===== src/rtl/venmac_pkg.sv =====
// Shared types and constants for the parametrised vending controller.
// Holds the FSM state encoding, the coin codes, the change denominations and the coin-value lookup.
package venmac_pkg;

    typedef enum logic [1:0] {
        IDLE    = 2'd0,
        COLLECT = 2'd1,
        VEND    = 2'd2,
        CHANGE  = 2'd3
    } state_t;

    localparam logic [1:0] COIN_10  = 2'd0;
    localparam logic [1:0] COIN_50  = 2'd1;
    localparam logic [1:0] COIN_100 = 2'd2;
    localparam logic [1:0] COIN_BAD = 2'd3;

    localparam int unsigned CHG_10_VAL = 10;
    localparam int unsigned CHG_50_VAL = 50;

    function automatic logic [7:0] coin_value(input logic [1:0] sel);
        case (sel)
            COIN_10:  coin_value = 8'd10;
            COIN_50:  coin_value = 8'd50;
            COIN_100: coin_value = 8'd100;
            default:  coin_value = 8'd0;
        endcase
    endfunction

endpackage


===== src/rtl/venmac_param_if.sv =====
// Coin-acceptor / dispenser side bundle of the vending controller.
// master drives the coin and ack strobes, slave (the controller) drives the registered outputs.
interface venmac_param_if #(
    parameter int CREDIT_W = 8
);
    logic                coin_vld;
    logic [1:0]          coin_sel;
    logic                cancel;
    logic                vend_ack;
    logic                vend_req;
    logic [CREDIT_W-1:0] credit;
    logic                chg_10;
    logic                chg_50;
    logic                coin_rej;
    logic                busy;

    modport master (
        output coin_vld, coin_sel, cancel, vend_ack,
        input  vend_req, credit, chg_10, chg_50, coin_rej, busy
    );

    modport slave (
        input  coin_vld, coin_sel, cancel, vend_ack,
        output vend_req, credit, chg_10, chg_50, coin_rej, busy
    );
endinterface


===== src/rtl/venmac_chg_unit.sv =====
// Change picker: chooses the next coin to eject from the current credit (largest first).
// Latency: purely combinational, 0 cycles.
// Backpressure: none; the caller decides when the pick is consumed.
module venmac_chg_unit
    import venmac_pkg::*;
#(
    parameter int CREDIT_W = 8
) (
    input  logic [CREDIT_W-1:0] credit,
    output logic                chg_50,
    output logic                chg_10,
    output logic [CREDIT_W-1:0] credit_nxt
);

    always_comb begin
        chg_50     = 1'b0;
        chg_10     = 1'b0;
        credit_nxt = credit;
        if (credit >= CREDIT_W'(CHG_50_VAL)) begin
            chg_50     = 1'b1;
            credit_nxt = credit - CREDIT_W'(CHG_50_VAL);
        end else if (credit != '0) begin
            chg_10     = 1'b1;
            credit_nxt = credit - CREDIT_W'(CHG_10_VAL);
        end
    end

endmodule


===== src/rtl/venmac_param.sv =====
// Vending controller: collects coins, vends at PRICE, pays change/refunds as 50/10 pulses (VENMAC_TIMEOUT_EN adds a vend_ack timeout).
// Latency: every output registered; coin reaching PRICE raises vend_req on the same edge it is credited.
// Backpressure: coins arriving while in VEND/CHANGE are returned via coin_rej; vend_req holds until vend_ack.
module venmac_param
    import venmac_pkg::*;
#(
    parameter int PRICE      = 30,
    parameter int CREDIT_W   = 8,
    parameter int MAX_CREDIT = 100,
    parameter int TIMEOUT    = 16
) (
    input logic           clk,
    input logic           rst,
    venmac_param_if.slave bus
);

    localparam int SW = CREDIT_W + 1;

    if (PRICE <= 0 || (PRICE % 10) != 0 || PRICE > MAX_CREDIT ||
        MAX_CREDIT >= (1 << CREDIT_W) || TIMEOUT < 1) begin : g_bad_param
        $error("venmac_param: illegal parameter combination");
    end

    state_t              state;
    logic [CREDIT_W-1:0] credit_q;
    logic                vend_req_q;
    logic                chg_10_q;
    logic                chg_50_q;
    logic                coin_rej_q;
    logic                busy_q;

    // One bit wider than credit so the MAX_CREDIT compare cannot wrap.
    logic [SW-1:0]       sum;
    logic                coin_ok;
    logic [CREDIT_W-1:0] vend_left;
    logic                pick_50;
    logic                pick_10;
    logic [CREDIT_W-1:0] chg_left;

    assign sum       = {1'b0, credit_q} + SW'(coin_value(bus.coin_sel));
    assign coin_ok   = (bus.coin_sel != COIN_BAD) && (sum <= SW'(MAX_CREDIT));
    assign vend_left = credit_q - CREDIT_W'(PRICE);

    venmac_chg_unit #(
        .CREDIT_W (CREDIT_W)
    ) u_chg (
        .credit     (credit_q),
        .chg_50     (pick_50),
        .chg_10     (pick_10),
        .credit_nxt (chg_left)
    );

`ifdef VENMAC_TIMEOUT_EN
    localparam int TW = $clog2(TIMEOUT + 1);
    logic [TW-1:0] vend_cnt;
    logic          vend_to;
    // vend_cnt holds the VEND cycles already completed before the current one.
    assign vend_to = (vend_cnt == TW'(TIMEOUT - 1));
`endif

    always_ff @(posedge clk) begin
        if (!rst) begin
            state      <= IDLE;
            credit_q   <= '0;
            vend_req_q <= 1'b0;
            chg_10_q   <= 1'b0;
            chg_50_q   <= 1'b0;
            coin_rej_q <= 1'b0;
            busy_q     <= 1'b0;
`ifdef VENMAC_TIMEOUT_EN
            vend_cnt   <= '0;
`endif
        end else begin
            chg_10_q   <= 1'b0;
            chg_50_q   <= 1'b0;
            coin_rej_q <= 1'b0;
`ifdef VENMAC_TIMEOUT_EN
            vend_cnt   <= (state == VEND) ? vend_cnt + 1'b1 : '0;
`endif
            case (state)
                IDLE, COLLECT: begin
                    if (bus.cancel) begin
                        coin_rej_q <= bus.coin_vld;
                        if (credit_q != '0) begin
                            state  <= CHANGE;
                            busy_q <= 1'b1;
                        end
                    end else if (bus.coin_vld) begin
                        if (coin_ok) begin
                            credit_q <= sum[CREDIT_W-1:0];
                            if (sum >= SW'(PRICE)) begin
                                state      <= VEND;
                                vend_req_q <= 1'b1;
                                busy_q     <= 1'b1;
                            end else begin
                                state <= COLLECT;
                            end
                        end else begin
                            coin_rej_q <= 1'b1;
                        end
                    end
                end

                VEND: begin
                    coin_rej_q <= bus.coin_vld;
                    if (bus.vend_ack) begin
                        credit_q   <= vend_left;
                        vend_req_q <= 1'b0;
                        if (vend_left != '0) begin
                            state <= CHANGE;
                        end else begin
                            state  <= IDLE;
                            busy_q <= 1'b0;
                        end
                    end
`ifdef VENMAC_TIMEOUT_EN
                    else if (vend_to) begin
                        vend_req_q <= 1'b0;
                        state      <= CHANGE;
                    end
`endif
                end

                CHANGE: begin
                    coin_rej_q <= bus.coin_vld;
                    chg_50_q   <= pick_50;
                    chg_10_q   <= pick_10;
                    credit_q   <= chg_left;
                    if (chg_left == '0) begin
                        state  <= IDLE;
                        busy_q <= 1'b0;
                    end
                end

                default: state <= IDLE;
            endcase
        end
    end

    assign bus.vend_req = vend_req_q;
    assign bus.credit   = credit_q;
    assign bus.chg_10   = chg_10_q;
    assign bus.chg_50   = chg_50_q;
    assign bus.coin_rej = coin_rej_q;
    assign bus.busy     = busy_q;

endmodule


===== src/flat_wrapper.sv =====
// flat-port wrapper written by rule: the top's interface ports become plain ports
module venmac_param_flat import venmac_pkg::*;
#(
    parameter int PRICE      = 30,
    parameter int CREDIT_W   = 8,
    parameter int MAX_CREDIT = 100,
    parameter int TIMEOUT    = 16
)
  (clk, rst, bus_coin_vld, bus_coin_sel, bus_cancel, bus_vend_ack, bus_vend_req, bus_credit, bus_chg_10, bus_chg_50, bus_coin_rej, bus_busy);
  venmac_param_if #(.CREDIT_W(CREDIT_W)) bus_i ();
  input logic clk;
  input logic rst;
  input wire logic [$bits(bus_i.coin_vld)-1:0] bus_coin_vld;
  input wire logic [$bits(bus_i.coin_sel)-1:0] bus_coin_sel;
  input wire logic [$bits(bus_i.cancel)-1:0] bus_cancel;
  input wire logic [$bits(bus_i.vend_ack)-1:0] bus_vend_ack;
  output wire logic [$bits(bus_i.vend_req)-1:0] bus_vend_req;
  output wire logic [$bits(bus_i.credit)-1:0] bus_credit;
  output wire logic [$bits(bus_i.chg_10)-1:0] bus_chg_10;
  output wire logic [$bits(bus_i.chg_50)-1:0] bus_chg_50;
  output wire logic [$bits(bus_i.coin_rej)-1:0] bus_coin_rej;
  output wire logic [$bits(bus_i.busy)-1:0] bus_busy;
  assign bus_i.coin_vld = bus_coin_vld;
  assign bus_i.coin_sel = bus_coin_sel;
  assign bus_i.cancel = bus_cancel;
  assign bus_i.vend_ack = bus_vend_ack;
  assign bus_vend_req = bus_i.vend_req;
  assign bus_credit = bus_i.credit;
  assign bus_chg_10 = bus_i.chg_10;
  assign bus_chg_50 = bus_i.chg_50;
  assign bus_coin_rej = bus_i.coin_rej;
  assign bus_busy = bus_i.busy;
  venmac_param #(.PRICE(PRICE), .CREDIT_W(CREDIT_W), .MAX_CREDIT(MAX_CREDIT), .TIMEOUT(TIMEOUT)) u_core (.clk(clk), .rst(rst), .bus(bus_i));
endmodule

===== config.mk =====
export PLATFORM = sky130hd
export DESIGN_NAME = venmac_param_flat
export DESIGN_NICKNAME = d
export VERILOG_FILES = /design/src/rtl/venmac_pkg.sv /design/src/rtl/venmac_param_if.sv /design/src/rtl/venmac_chg_unit.sv /design/src/rtl/venmac_param.sv /design/src/flat_wrapper.sv
export SDC_FILE = /design/constraint.sdc
export NUM_CORES = 1
export LEC_CHECK = 0
export ABC_AREA = 0
export CAP_MARGIN = 20
export CORE_ASPECT_RATIO = 1.5
export CORE_MARGIN = 1.5
export CORE_UTILIZATION = 40
export CTS_BUF_LIST = sky130_fd_sc_hd__clkbuf_16
export DETAILED_ROUTE_END_ITERATION = 8
export SLEW_MARGIN = 20
export SYNTH_ARGS = -nofsm -noshare
export SYNTH_HDL_FRONTEND = slang
export SYNTH_SLANG_ARGS = --single-unit

===== constraint.sdc =====
create_clock -name clk -period 3.57 [get_ports clk]
set_input_delay 1.071 -clock clk [delete_from_list [all_inputs] [get_ports clk]]
set_output_delay 1.071 -clock clk [all_outputs]
set_load 0.05 [all_outputs]

After elaboration in Yosys (flattened, before gate mapping)
Index checks and enable logic that the tools add are counted.
{"block": "op_classes", "n_eq_ne": 17, "n_reduce_logical": 15, "addsub": 4, "bitwise": 2, "n_mux": 35, "order_cmp": 3}
{"operator": "2-to-1 mux 8 bit", "count": 6}
{"operator": "case mux 8 bit (3 select lines)", "count": 1}
{"operator": "case mux 7 bit (3 select lines)", "count": 1}
{"operator": "2-to-1 mux 2 bit", "count": 8}
{"operator": "nonzero test 8 bit", "count": 2}
{"operator": "2-to-1 mux 1 bit", "count": 15}
{"operator": "!= test 2 bit, second input constant", "count": 5}
{"operator": "adder 8 x 7 -> 9 bit", "count": 1}
{"operator": "greater-or-equal comparator 9 x 5 -> 1 bit, second input constant", "count": 1}
{"operator": "less-or-equal comparator 9 x 7 -> 1 bit, second input constant", "count": 1}
{"operator": "!= test 3 x 2 -> 1 bit, second input constant", "count": 3}
{"operator": "greater-or-equal comparator 8 x 6 -> 1 bit, second input constant", "count": 1}
{"operator": "zero test 8 bit", "count": 1}
{"operator": "subtractor 8 x 4 -> 8 bit, second input constant", "count": 1}
{"operator": "subtractor 8 x 5 -> 8 bit, second input constant", "count": 1}
{"operator": "subtractor 8 x 6 -> 8 bit, second input constant", "count": 1}
{"operator": "AND reduction 7 bit", "count": 1}
{"operator": "equality test 2 bit, second input constant", "count": 3}
{"operator": "!= test 2 x 1 -> 1 bit, second input constant", "count": 3}
{"operator": "case mux 2 bit (3 select lines)", "count": 1}
{"operator": "AND reduction 6 bit", "count": 1}
{"operator": "AND reduction 5 bit", "count": 1}
{"operator": "equality test 2 x 1 -> 1 bit, second input constant", "count": 2}
{"operator": "zero test 2 bit", "count": 2}
{"operator": "10 further kinds", "count": 13}
{"block": "totals", "input_bits": 7, "reg_bits": 15, "wordCells": 83, "output_inout_bits": 13}

Logic depth before layout (Yosys ltp)
{"block": "logic_depth", "depth_word": 9, "depth_mapped": 14}

Hierarchy
A second synthesis with hierarchy kept.
{"block": "unflattened", "hier_cells": 242, "area_unflattened_um2": 1866.8}
{"module": "venmac_param", "seq_area_each_um2": 300.3, "area_per_inst_um2": 1480.2, "cells_each": 182, "instances": 1}
{"module": "venmac_chg_unit", "seq_area_each_um2": 0.0, "area_per_inst_um2": 386.6, "cells_each": 60, "instances": 1}

Worst setup path before layout
No wires, ideal clock.
{"block": "synth_path", "kind": "input-to-reg", "startpoint": "input bus_coin_sel[0]", "endpoint": "register u_core.credit_q[4], in the netlist u_core.bus.credit[4]", "path_buffers": 1, "t_arrival_ns": 3.706, "path_stages": 14, "setup_time_ns": 0.116, "path_slack_ns": -0.252, "required_ns": 3.454, "path_cell_list": "inv_1 ha_1 nor2_1 nor2_1 ha_1 fa_1 a211oi_1 nor2_1 or2_2 a311oi_1 o31a_1 buf_2 nand2_1 o211a_1"}
{"block": "synth_between", "elab_chain_cells": 7, "word_cells_on_any_way": 14, "cone_classes": "1 x add/sub; 1 x order compare; 4 x eq/ne; 5 x mux; 3 x reduce/logical"}
{"item": "from (decl)", "line_no": "flat_wrapper.sv:14", "text": "input wire logic [$bits(bus_i.coin_sel)-1:0] bus_coin_sel;"}
{"item": "equality test 2 bit (tied with other cells)", "line_no": "venmac_pkg.sv:21", "text": "case (sel)"}
{"item": "case mux 7 bit (3 select lines)", "line_no": "venmac_pkg.sv:21"}
{"item": "adder 8 x 7 -> 9 bit", "line_no": "venmac_param.sv:40", "text": "assign sum = {1'b0, credit_q} + SW'(coin_value(bus.coin_sel));"}
{"item": "less-or-equal comparator 9 x 7 -> 1 bit or 2-to-1 mux 8 bit (tied branches)", "line_no": "venmac_param.sv:41, venmac_param.sv:89"}
{"item": "logical AND 1 bit or 2-to-1 mux 8 bit (tied branches)", "line_no": "venmac_param.sv:41, venmac_param.sv:88"}
{"item": "!= test 2 x 1 -> 1 bit (no source line) or 2-to-1 mux 8 bit (tied branches)"}
{"item": "AND reduction 4 bit (no source line) or case mux 8 bit (3 select lines) (tied branches)"}
{"item": "to (signal assigned)", "line_no": "venmac_param.sv:90", "text": "credit_q <= sum[CREDIT_W-1:0];"}
{"item": "to (signal assigned)", "line_no": "venmac_param.sv:107", "text": "credit_q <= vend_left;"}
{"item": "to (signal assigned)", "line_no": "venmac_param.sv:128", "text": "credit_q <= chg_left;"}
{"item": "to (decl)", "line_no": "venmac_param.sv:25", "text": "logic [CREDIT_W-1:0] credit_q;"}
Parallel ways exist; a longest one is shown, timed or not. The select of a mux whose other input is x is not followed.
A chain may end at the register's enable or synchronous reset.

Worst setup path in the final report
{"block": "layout_path", "startpoint": "input bus_coin_sel[1]", "endpoint": "register u_core.credit_q[5], in the netlist u_core.bus.credit[5]"}
Same word-level chain as after synthesis.

==> run metrics <==
result of the run=complete, no violations; wire length of the first global-routing pass=8820 um; async set or reset register ratio after synthesis=0%; total power of the final layout=2.27 mW; most frequent cell after synthesis=sky130_fd_sc_hd__nor2_1; final cell count without fillers=322; register bit total from synthesis=14; number of rows in the core area=29; launch point of the worst path=bus_coin_sel[1]; worst endpoint required time=3750 ps; maximum count of clock buffers along a single path=2; clock latency reported for the late side of the worst-skew pair=250 ps; Static Leakage=0.974 nW; largest cells by area after synthesis=sky130_fd_sc_hd__dfxtp_1 16%, sky130_fd_sc_hd__ha_1 11%, sky130_fd_sc_hd__nor2_1 5.1%, sky130_fd_sc_hd__a21oi_1 4.0%, sky130_fd_sc_hd__nand2_1 3.2%; final standard cell area without fillers=2420 um^2; top-level port count=20; maximum resistive drop on vdd=470 uV; area fraction of the dominant cell type after synthesis=16.0%; maximum net fanout on the critical path=5; CTS tree=done; share of the yosys chip area belonging to registers=16.0%; weighted congestion reported at the end of routability-driven placement=0.854; global route overflow=0; capture instance of the worst register-to-register path=u_core.state[0]; worst relative slew slack=43.2%; terminating pin of the worst hold path=u_core.bus.busy; Synth Net Count=260; RSZ-0062 raised after global routing=true; average footprint of a synthesized cell=7.40 um^2; fraction of the cycle the final worst path needs=97.9%; total of fill cells in the finished design=399; starting utilization of the core area=41.7%; total of endpoints with negative setup slack in the final report=0; power per unit of standard cell area=936 nW/um^2; clock transition at the registers of the reported paths=50 ps; Fin Hold WS=467 ps; Slew Limit Fails=0; H-Tree Depth=1; Crit Path Category=input pin to flip-flop; Reg2Reg Setup Slack=690 ps; hold buffer count at cts=0; vias in the first global route=1,859; placement-stage cell area=2210 um^2; worst reg-to-reg path cell count=7; worst path setup slack after routing=75.1 ps; worst hold path startpoint=u_core.bus.busy; instance count of the mapped netlist=237; Post-synth top cells=24 x sky130_fd_sc_hd__nor2_1, 15 x sky130_fd_sc_hd__ha_1, 15 x sky130_fd_sc_hd__nand2_1; Storage cell area=280 um^2; x dimension of the die=57.1 um; Max-cap violations=0; area added between synthesis and finish=38.2%; Ys Warns=0; Final Hold Fails=0; number of clock buffers inserted by TritonCTS=3; Post-Route Skew=2.54 ps; post-detailed-route count of antenna-violating nets=0; unique cell type count in the Yosys netlist=63; origin of the critical flop-to-flop path=u_core.bus.credit[7]; top cell type by total area after synthesis=sky130_fd_sc_hd__dfxtp_1; critical path arrival=3680 ps; Worst Setup Start Kind=input pin; Tightest Pin Transition=841 ps; number of enable flip-flop cells after synthesis=0; total routing usage reported by global routing=23.3%; Die Y-Extent=84.1 um; DRC Markers=0; clock sink count=14; total number of vias=1,905; fin util=57.6%; Final TNS setup=0 ps; min Tclk post-route=3490 ps; detailed-routing iteration count for the pre-antenna-repair pass=5; Starting DRT DRC Count=83; synthesized cell area=1750 um^2; diode count=0; antenna violations before repair=0; final wirelength=5450 um; count of port buffers added during placement=18; Die Area=4800 um^2; layout cells sized above 1=26.8%; most frequently used flop master after synthesis=sky130_fd_sc_hd__dfxtp_1; DP Wirelength=4170 um; net count of the finished layout=300; maximum number of pins on one net before global-route repair=25; number of placed instances with taps included=317; category of the worst setup path capture point=flip-flop; combined area of the multi-input logic cells=1480 um^2; core area=4210 um^2; Worst Hold Path Cells=2; pre-CTS setup slack=-792 ps; peak clock frequency supported by timing=0.286 GHz; clock root cell=sky130_fd_sc_hd__clkbuf_16; detail-routed net length per standard cell=16.9 um; classification of the worst-slack hold path=flip-flop to flip-flop; Vias/cell=5.92
-- flip-flops by register name, indices dropped and copies added (netlist names) --
name / flops
u_core.bus.busy: 1
u_core.bus.coin_rej: 1
u_core.bus.vend_req: 1
u_core.bus.chg_50: 1
u_core.bus.credit: 7
u_core.bus.chg_10: 1
u_core.state: 2
-- where the power goes --
part	internal [mW]	switching [mW]	total (mW)
registers	0.209	0.114	0.323
clock network	0.149	0.0705	0.219
logic	0.752	0.976	1.73
total	1.11	1.16	2.27
-- critical path, cell delays in order --
cell,delay [ps]
sky130_fd_sc_hd__buf_6,80
sky130_fd_sc_hd__inv_4,40
sky130_fd_sc_hd__ha_4,150
sky130_fd_sc_hd__nor2_2,90
sky130_fd_sc_hd__nor2_1,50
sky130_fd_sc_hd__ha_2,180
sky130_fd_sc_hd__fa_2,400
sky130_fd_sc_hd__a211oi_4,300
sky130_fd_sc_hd__or2_4,160
sky130_fd_sc_hd__a221oi_2,60
sky130_fd_sc_hd__or2_4,240
sky130_fd_sc_hd__o31a_1,320
sky130_fd_sc_hd__buf_6,160
sky130_fd_sc_hd__a221o_1,250
sky130_fd_sc_hd__a21oi_1,130
-- cell families (layout without fill, tap and decap cells) --
group           after synthesis  count (layout)  synth area share, %
compound gates               76              76                 32.5
simple gates                 86              86                 25.5
fa+ha+maj                    16              16                 11.8
mux                           3               3                 1.78
flops                        14              14                 16.0
other cells                   1               1                0.214
buf+inv                      32              71                 7.77
xor+xnor                      9               9                 4.49
-- final cells by class --
type / count / area share [%]
inverters: 12 / 2.17
flip-flops and latches: 14 / 11.6
multi-input cells: 191 / 61.0
clock buffers: 3 / 3.10
repair buffers: 55 / 19.7
well taps: 46 / 2.37
clock inverters: 1 / 0.155
-- per-layer routing --
layer	vias up	track usage [%]	routed length (um)
met2	47	40.2	2910
li1	960	-	-
met4	0	14.0	196
met3	14	3.26	176
met5	-	0	0
met1	884	26.3	2170
-- layout by cell type (no fill, tap or decap), types with 5 or more instances in the layout --
| master | netlist | final |
|---|---|---|
| sky130_fd_sc_hd__a21oi_1 | 14 | 14 |
| sky130_fd_sc_hd__buf_4 | 1 | 35 |
| sky130_fd_sc_hd__clkdlybuf4s50_1 | 0 | 16 |
| sky130_fd_sc_hd__dfxtp_1 | 14 | 14 |
| sky130_fd_sc_hd__ha_1 | 15 | 10 |
| sky130_fd_sc_hd__inv_1 | 12 | 10 |
| sky130_fd_sc_hd__nand2_1 | 15 | 15 |
| sky130_fd_sc_hd__nand3_1 | 7 | 7 |
| sky130_fd_sc_hd__nor2_1 | 24 | 22 |
| sky130_fd_sc_hd__nor2b_1 | 5 | 5 |
| sky130_fd_sc_hd__nor3_1 | 7 | 7 |
| sky130_fd_sc_hd__o21ai_0 | 11 | 10 |
| sky130_fd_sc_hd__o31a_1 | 5 | 5 |
| sky130_fd_sc_hd__xnor2_1 | 6 | 6 |
-- how the worst max path moves through the flow --
| stage | to | slack (ps) | cells past startpoint |
|---|---|---|---|
| floorplan | u_core.bus.credit[1] | 3 | 13 |
| global placement | u_core.bus.credit[5] | -740 | 15 |
| detailed placement | u_core.bus.credit[5] | -790 | 15 |
| CTS | u_core.bus.credit[5] | 20 | 15 |
| global route | u_core.bus.credit[5] | -50 | 15 |
| finish | u_core.bus.credit[5] | 80 | 15 |
-- timing repair --
action                     in CTS  in global routing
setup endpoints to repair      12                 10
pin swaps                       8                 12
resized for setup              18                 23
setup buffers                   1                  0
Note: power is estimated with default switching activity, not from simulation.
==> patch 1 (config.mk and constraints unchanged) <==
The 4 states of `state_t` get a Gray code encoding in 2 bits.
--- a/src/rtl/venmac_pkg.sv
+++ b/src/rtl/venmac_pkg.sv
@@ -5,6 +5,6 @@
     typedef enum logic [1:0] {
-        IDLE    = 2'd0,
-        COLLECT = 2'd1,
-        VEND    = 2'd2,
-        CHANGE  = 2'd3
+        IDLE    = 2'b00,
+        COLLECT = 2'b01,
+        VEND    = 2'b11,
+        CHANGE  = 2'b10
     } state_t;
Check against the original RTL: no difference found for any inputs over 10 cycles, from zero or initial values and one cycle with rst low; not proved beyond that.
==> patch 1 against the original RTL <==
- cell area decreased by 3.8%
- sequential share of layout area increased by 0.46 points
- synthesized area decreased by 2.8%
- worst setup slack improved by 38 ps
- routed wire length decreased by 2.7%
- total power increased by 7.9%
- worst hold slack improved by 37 ps
- critical path type unchanged
- sequential cell count unchanged
==> patch 1: results (changes against the original RTL) <==
Logic synthesis
  – Synth Area in XOR/XNOR: 4.62% (+0.13 points)
  – Most frequent cells after synthesis: nand2_1, ha_1, nor2_1
  – Post-synthesis adder-cell area fraction: 12.2% (+0.34 points)
  – Seq/Total Area, Yosys: 16.4% (+0.46 points)

GRT
  – GRT met2 Usage: 41.2% (+0.95 points)
  – GR met3 Demand/Resource: 2.18% (-1.1 points)

Cells and area
  – Clock network area share: 3.38% (+0.13 points)
  – Multi-input combinational area share: 60.7% (-0.26 points)
  – Fillers: 392 (-1.8%)
  – Final net count: 293 (-2.3%)
  – #MultiIn Comb: 185 (-3.1%)

Routing
  – Violation count after the first detailed-route iteration: 53 (-36%)
  – Total wire length: 5.30 mm (-2.7%)
  – Met3 wire length: 189 um (+7.4%)
  – Wire length on met1: 2.13 mm (-1.6%)
  – First-pass iteration count of the detailed router: 4 (-1)
  – Via density: 6.15 (+4.0%)
  – Met2 wire len: 2.74 mm (-5.8%)

Pwr
  – Peak VDD IR: 0.000548 V (+17%)
  – Leakage power: 1.01 nW (+3.2%)

Timing
  – Setup Skew: 1.46 ps (-1.08 ps)
  – Worst-margin pin slew: 606 ps (-235 ps)

Outcome
  – Status: finished clean

Worst setup path
  – RR Endpoint: u_core.state[1]
  – Critical Path Sink: u_core.bus.credit[3]
  – Worst EP arrival: 3620 ps (-60 ps)

Hold path
  – HP Start: u_core.bus.vend_req
  – Hold path endpoint: u_core.bus.vend_req

Placed design
  – Dpl hpwl: 3.97 mm (-4.9%)
patch 1: stage by stage:
stage	power [mW]	setup WS, ps	cell area [um^2]	hold slack, ps	std cells
final	2.45	113	2330	504	314
after global placement	2.10	-743	2140	478	307
after CTS	2.39	9.67	2290	499	313
after floorplan	1.50	63.2	1710	652	225
after detailed placement	2.09	-762	2140	483	307
after global routing	2.63	-14.0	2330	550	314
patch 1: what timing repair did:
action / 4_1_cts / 5_1_grt
setup buffers: 2 / 1
pin swaps: 4 / 6
resized for setup: 17 / 11
setup endpoints to repair: 12 / 11
patch 1: cells by family (layout without fill, tap and decap cells):
group / Yosys count / count (layout)
flops: 14 / 14
simple gates: 85 / 85
xor+xnor: 9 / 9
fa+ha+maj: 16 / 16
other cells: 1 / 1
mux: 3 / 3
compound gates: 71 / 71
buf+inv: 26 / 70
patch 1: power breakdown:
part | internal, mW | switching, mW
combinational | 0.865 | 1.04
sequential | 0.212 | 0.113
clock | 0.149 | 0.0686
==> patch 2 (same flow settings) <==
Without the edit above. `CREDIT_W` is set to 8 in 4 places; all go to 10.
--- a/src/rtl/venmac_param_if.sv
+++ b/src/rtl/venmac_param_if.sv
@@ -3,3 +3,3 @@
 interface venmac_param_if #(
-    parameter int CREDIT_W = 8
+    parameter int CREDIT_W = 10
 );
--- a/src/rtl/venmac_chg_unit.sv
+++ b/src/rtl/venmac_chg_unit.sv
@@ -6,3 +6,3 @@
 #(
-    parameter int CREDIT_W = 8
+    parameter int CREDIT_W = 10
 ) (
--- a/src/rtl/venmac_param.sv
+++ b/src/rtl/venmac_param.sv
@@ -7,3 +7,3 @@
     parameter int PRICE      = 30,
-    parameter int CREDIT_W   = 8,
+    parameter int CREDIT_W   = 10,
     parameter int MAX_CREDIT = 100,
--- a/src/flat_wrapper.sv
+++ b/src/flat_wrapper.sv
@@ -4,3 +4,3 @@
     parameter int PRICE      = 30,
-    parameter int CREDIT_W   = 8,
+    parameter int CREDIT_W   = 10,
     parameter int MAX_CREDIT = 100,
Interface: changed (resized bus_credit); port bits go from 20 to 22. The function was not compared with the original's and may differ.
==> patch 2 against the original RTL <==
- synthesized area up 14%
- worst hold slack better by 8.1 ps
- worst setup slack gained 15 ps
- critical path type unchanged
- critical path depth up 3
- total power up 11%
- sequential cell count increased by 2
- core utilization is 1.2 points lower
- maximum frequency rose by 0.43%
- cell area is 12% higher
- routed wire length up 9.9%
- highest routed layer unchanged
- synthesized cell count is 13% higher
- final cell count is 17% higher
- clock skew about the same
- largest power group unchanged
- count of clock-buffer cells in the layout unchanged
==> patch 2: results (changes against the original RTL) <==
Routing
  – Via density: 5.86 (-0.91%)
  – First-pass iteration count of the detailed router: 4 (-1)
  – Violation count after the first detailed-route iteration: 148 (+78%)
  – Total wire length: 5.99 mm (+9.9%)
  – Routed wire length per instance: 15.9 um (-6.2%)

Clocking
  – CTS Buf Count: 3 (unchanged)
  – H-tree depth: 1 (unchanged)
  – Worst-path clk slew: 60 ps
  – CTS Buffer Depth: 2 (unchanged)
  – Clock insertion delay at the later pin of the skew report: 250 ps (about the same)
  – Clock root buffer: clkbuf_16

GRT
  – Number of global-route vias before repair: 2101 (+13%)
  – Initial antenna violation count: 0 (unchanged)
  – All-Layer GR Usage: 23.4% (+0.11 points)
  – Largest net degree at the start of global routing: 22 (-12%)
  – First-pass GRT wire length: 9.67 mm (+9.7%)

Cells and area
  – # diodes: 0 (unchanged)
  – Final net count: 336 (+12%)
  – Layout cells sized above 1: 25.4% (-1.4 points)
  – Largest register FFs: 9 (+2)
  – Fillers: 492 (+23%)

Logic synthesis
  – Most frequent cells after synthesis: nor2_1, a21oi_1, dfxtp_1, ha_1, nand2_1
  – Share of synthesized registers carrying an async set or reset: 0% (unchanged)
  – Seq/Total Area, Yosys: 16.1% (+0.093 points)
  – EDFF count, synth: 0 (unchanged)
  – Library cells used by synthesis: 63 (unchanged)
  – Synth Flop Type: dfxtp_1
  – Synth warn: 0 (unchanged)
  – Cells after Synth: 267 (+13%)
  – Synth area leaders: dfxtp_1, ha_1, nor2_1, a21oi_1, mux2i_1
  – Syn_nets: 291 (+12%)

Worst setup path
  – Reg2reg start: u_core.bus.credit[1]
  – R2R depth: 9 (+2)
  – Max Fanout on Critical Path: 5 (unchanged)
  – RR Endpoint: u_core.bus.busy
  – Worst EP arrival: 3620 ps (-60 ps)
  – R2R setup slack: 460 ps (-230 ps)

Placed design
  – Post-DP Area: 2490 um^2 (+13%)
  – Port Buf Inserts: 20 (+2)
  – GPL Wtd Cong: 0.855 (+0.14%)
  – Dpl hpwl: 4.48 mm (+7.4%)
  – Dpl ws: -779 ps (+12.1 ps)
  – Inst Count DP: 368 (+16%)

Hold path
  – Worst hold-check path type: register to register
  – HP Start: u_core.bus.busy
  – Hold path endpoint: u_core.bus.busy
  – Worst Hold Depth: 2 (unchanged)

Pwr
  – Peak VDD IR: 0.000381 V (-19%)
  – Leakage power: 1.04 nW (+6.5%)

Timing
  – Setup Skew: 3.00 ps (+0.466 ps)
  – Hold slack final: 475 ps (+8.10 ps)
  – Final period util: 97.5% (-0.41 points)
  – Slew headroom: 50.4% (+7.2 points)

Outcome
  – Status: finished clean
## patch 2: cell count changes after synthesis, moves of 4 or more
| cell | delta |
|---|---|
| nor4_1 | +4 |
| o31a_1 | -5 |
| mux2i_1 | +5 |
| or2_2 | -5 |
| nor2_1 | +9 |
| nand3_1 | -4 |
| o22ai_1 | +4 |
| a31oi_1 | +5 |
## patch 2: timing repair
item / in CTS / in global routing
pin swaps: 6 / 5
buffers inserted: 2 / 2
hold buffers: 0 / 0
endpoints found under the setup margin: 14 / 12
cloned: 1 / 0
gates resized for setup: 15 / 21
## patch 2: critical path, cell delays in order
cell and delay (ps):
buf_8 110, inv_8 50, ha_4 130, nor2_2 30, nor2_1 90, ha_2 200, inv_2 40, fa_2 340
nand2b_4 170, a21oi_2 160, xnor2_2 110, a2111oi_4 360, nor4_2 90, nor2_1 140, buf_4 170, buf_4 120
mux2i_1 170, nor2b_1 50
## patch 2: cell families after synthesis
logic type,after synthesis,share of synthesized area (%)
other,1,0.188
AND/OR/NAND/NOR,99,26.6
buffers and inverters,31,7.03
AO/OA/AOI/OAI,83,29.5
adder cells (fa/ha/maj),17,11.0
multiplexers,10,5.21
XOR/XNOR,10,4.39
flip-flops,16,16.1
## patch 2: how the worst max path moves through the flow
stage                         start              endpoint  depth (start not counted)
floorplan           bus_coin_sel[1]  u_core.bus.credit[9]                         15
global placement    bus_coin_sel[0]  u_core.bus.credit[3]                         13
detailed placement  bus_coin_sel[0]       u_core.state[0]                         15
CTS                 bus_coin_sel[1]  u_core.bus.credit[3]                         16
global route        bus_coin_sel[0]  u_core.bus.credit[9]                         16
finish              bus_coin_sel[1]  u_core.bus.credit[2]                         18
## patch 2: report_power, final
part	total, mW	internal [mW]	switching, mW
combinational	1.94	0.849	1.09
sequential	0.362	0.228	0.134
clock	0.227	0.149	0.0780
## patch 2: per-layer routing
layer / vias to the layer above / routed length, um / part of all wire, % / global-route usage (%)
met4: 0 / 291 / 4.9 / 11.5
met3: 21 / 200 / 3.3 / 2.75
met1: 1039 / 2420 / 40 / 26.7
met5: - / 0 / 0 / 0
met2: 67 / 3080 / 51 / 41.7
li1: 1083 / - / - / -
## patch 2: area by class of cell
class	instances	area, um^2	area share (%)
Timing Repair Buffer	59	500	18.4
Sequential cell	16	320	11.8
Clock buffer	3	75.1	2.76
Multi-Input combinational cell	220	1680	61.8
Tap cell	66	82.6	3.04
Inverter	12	55.1	2.03
Clock inverter	1	3.75	0.138
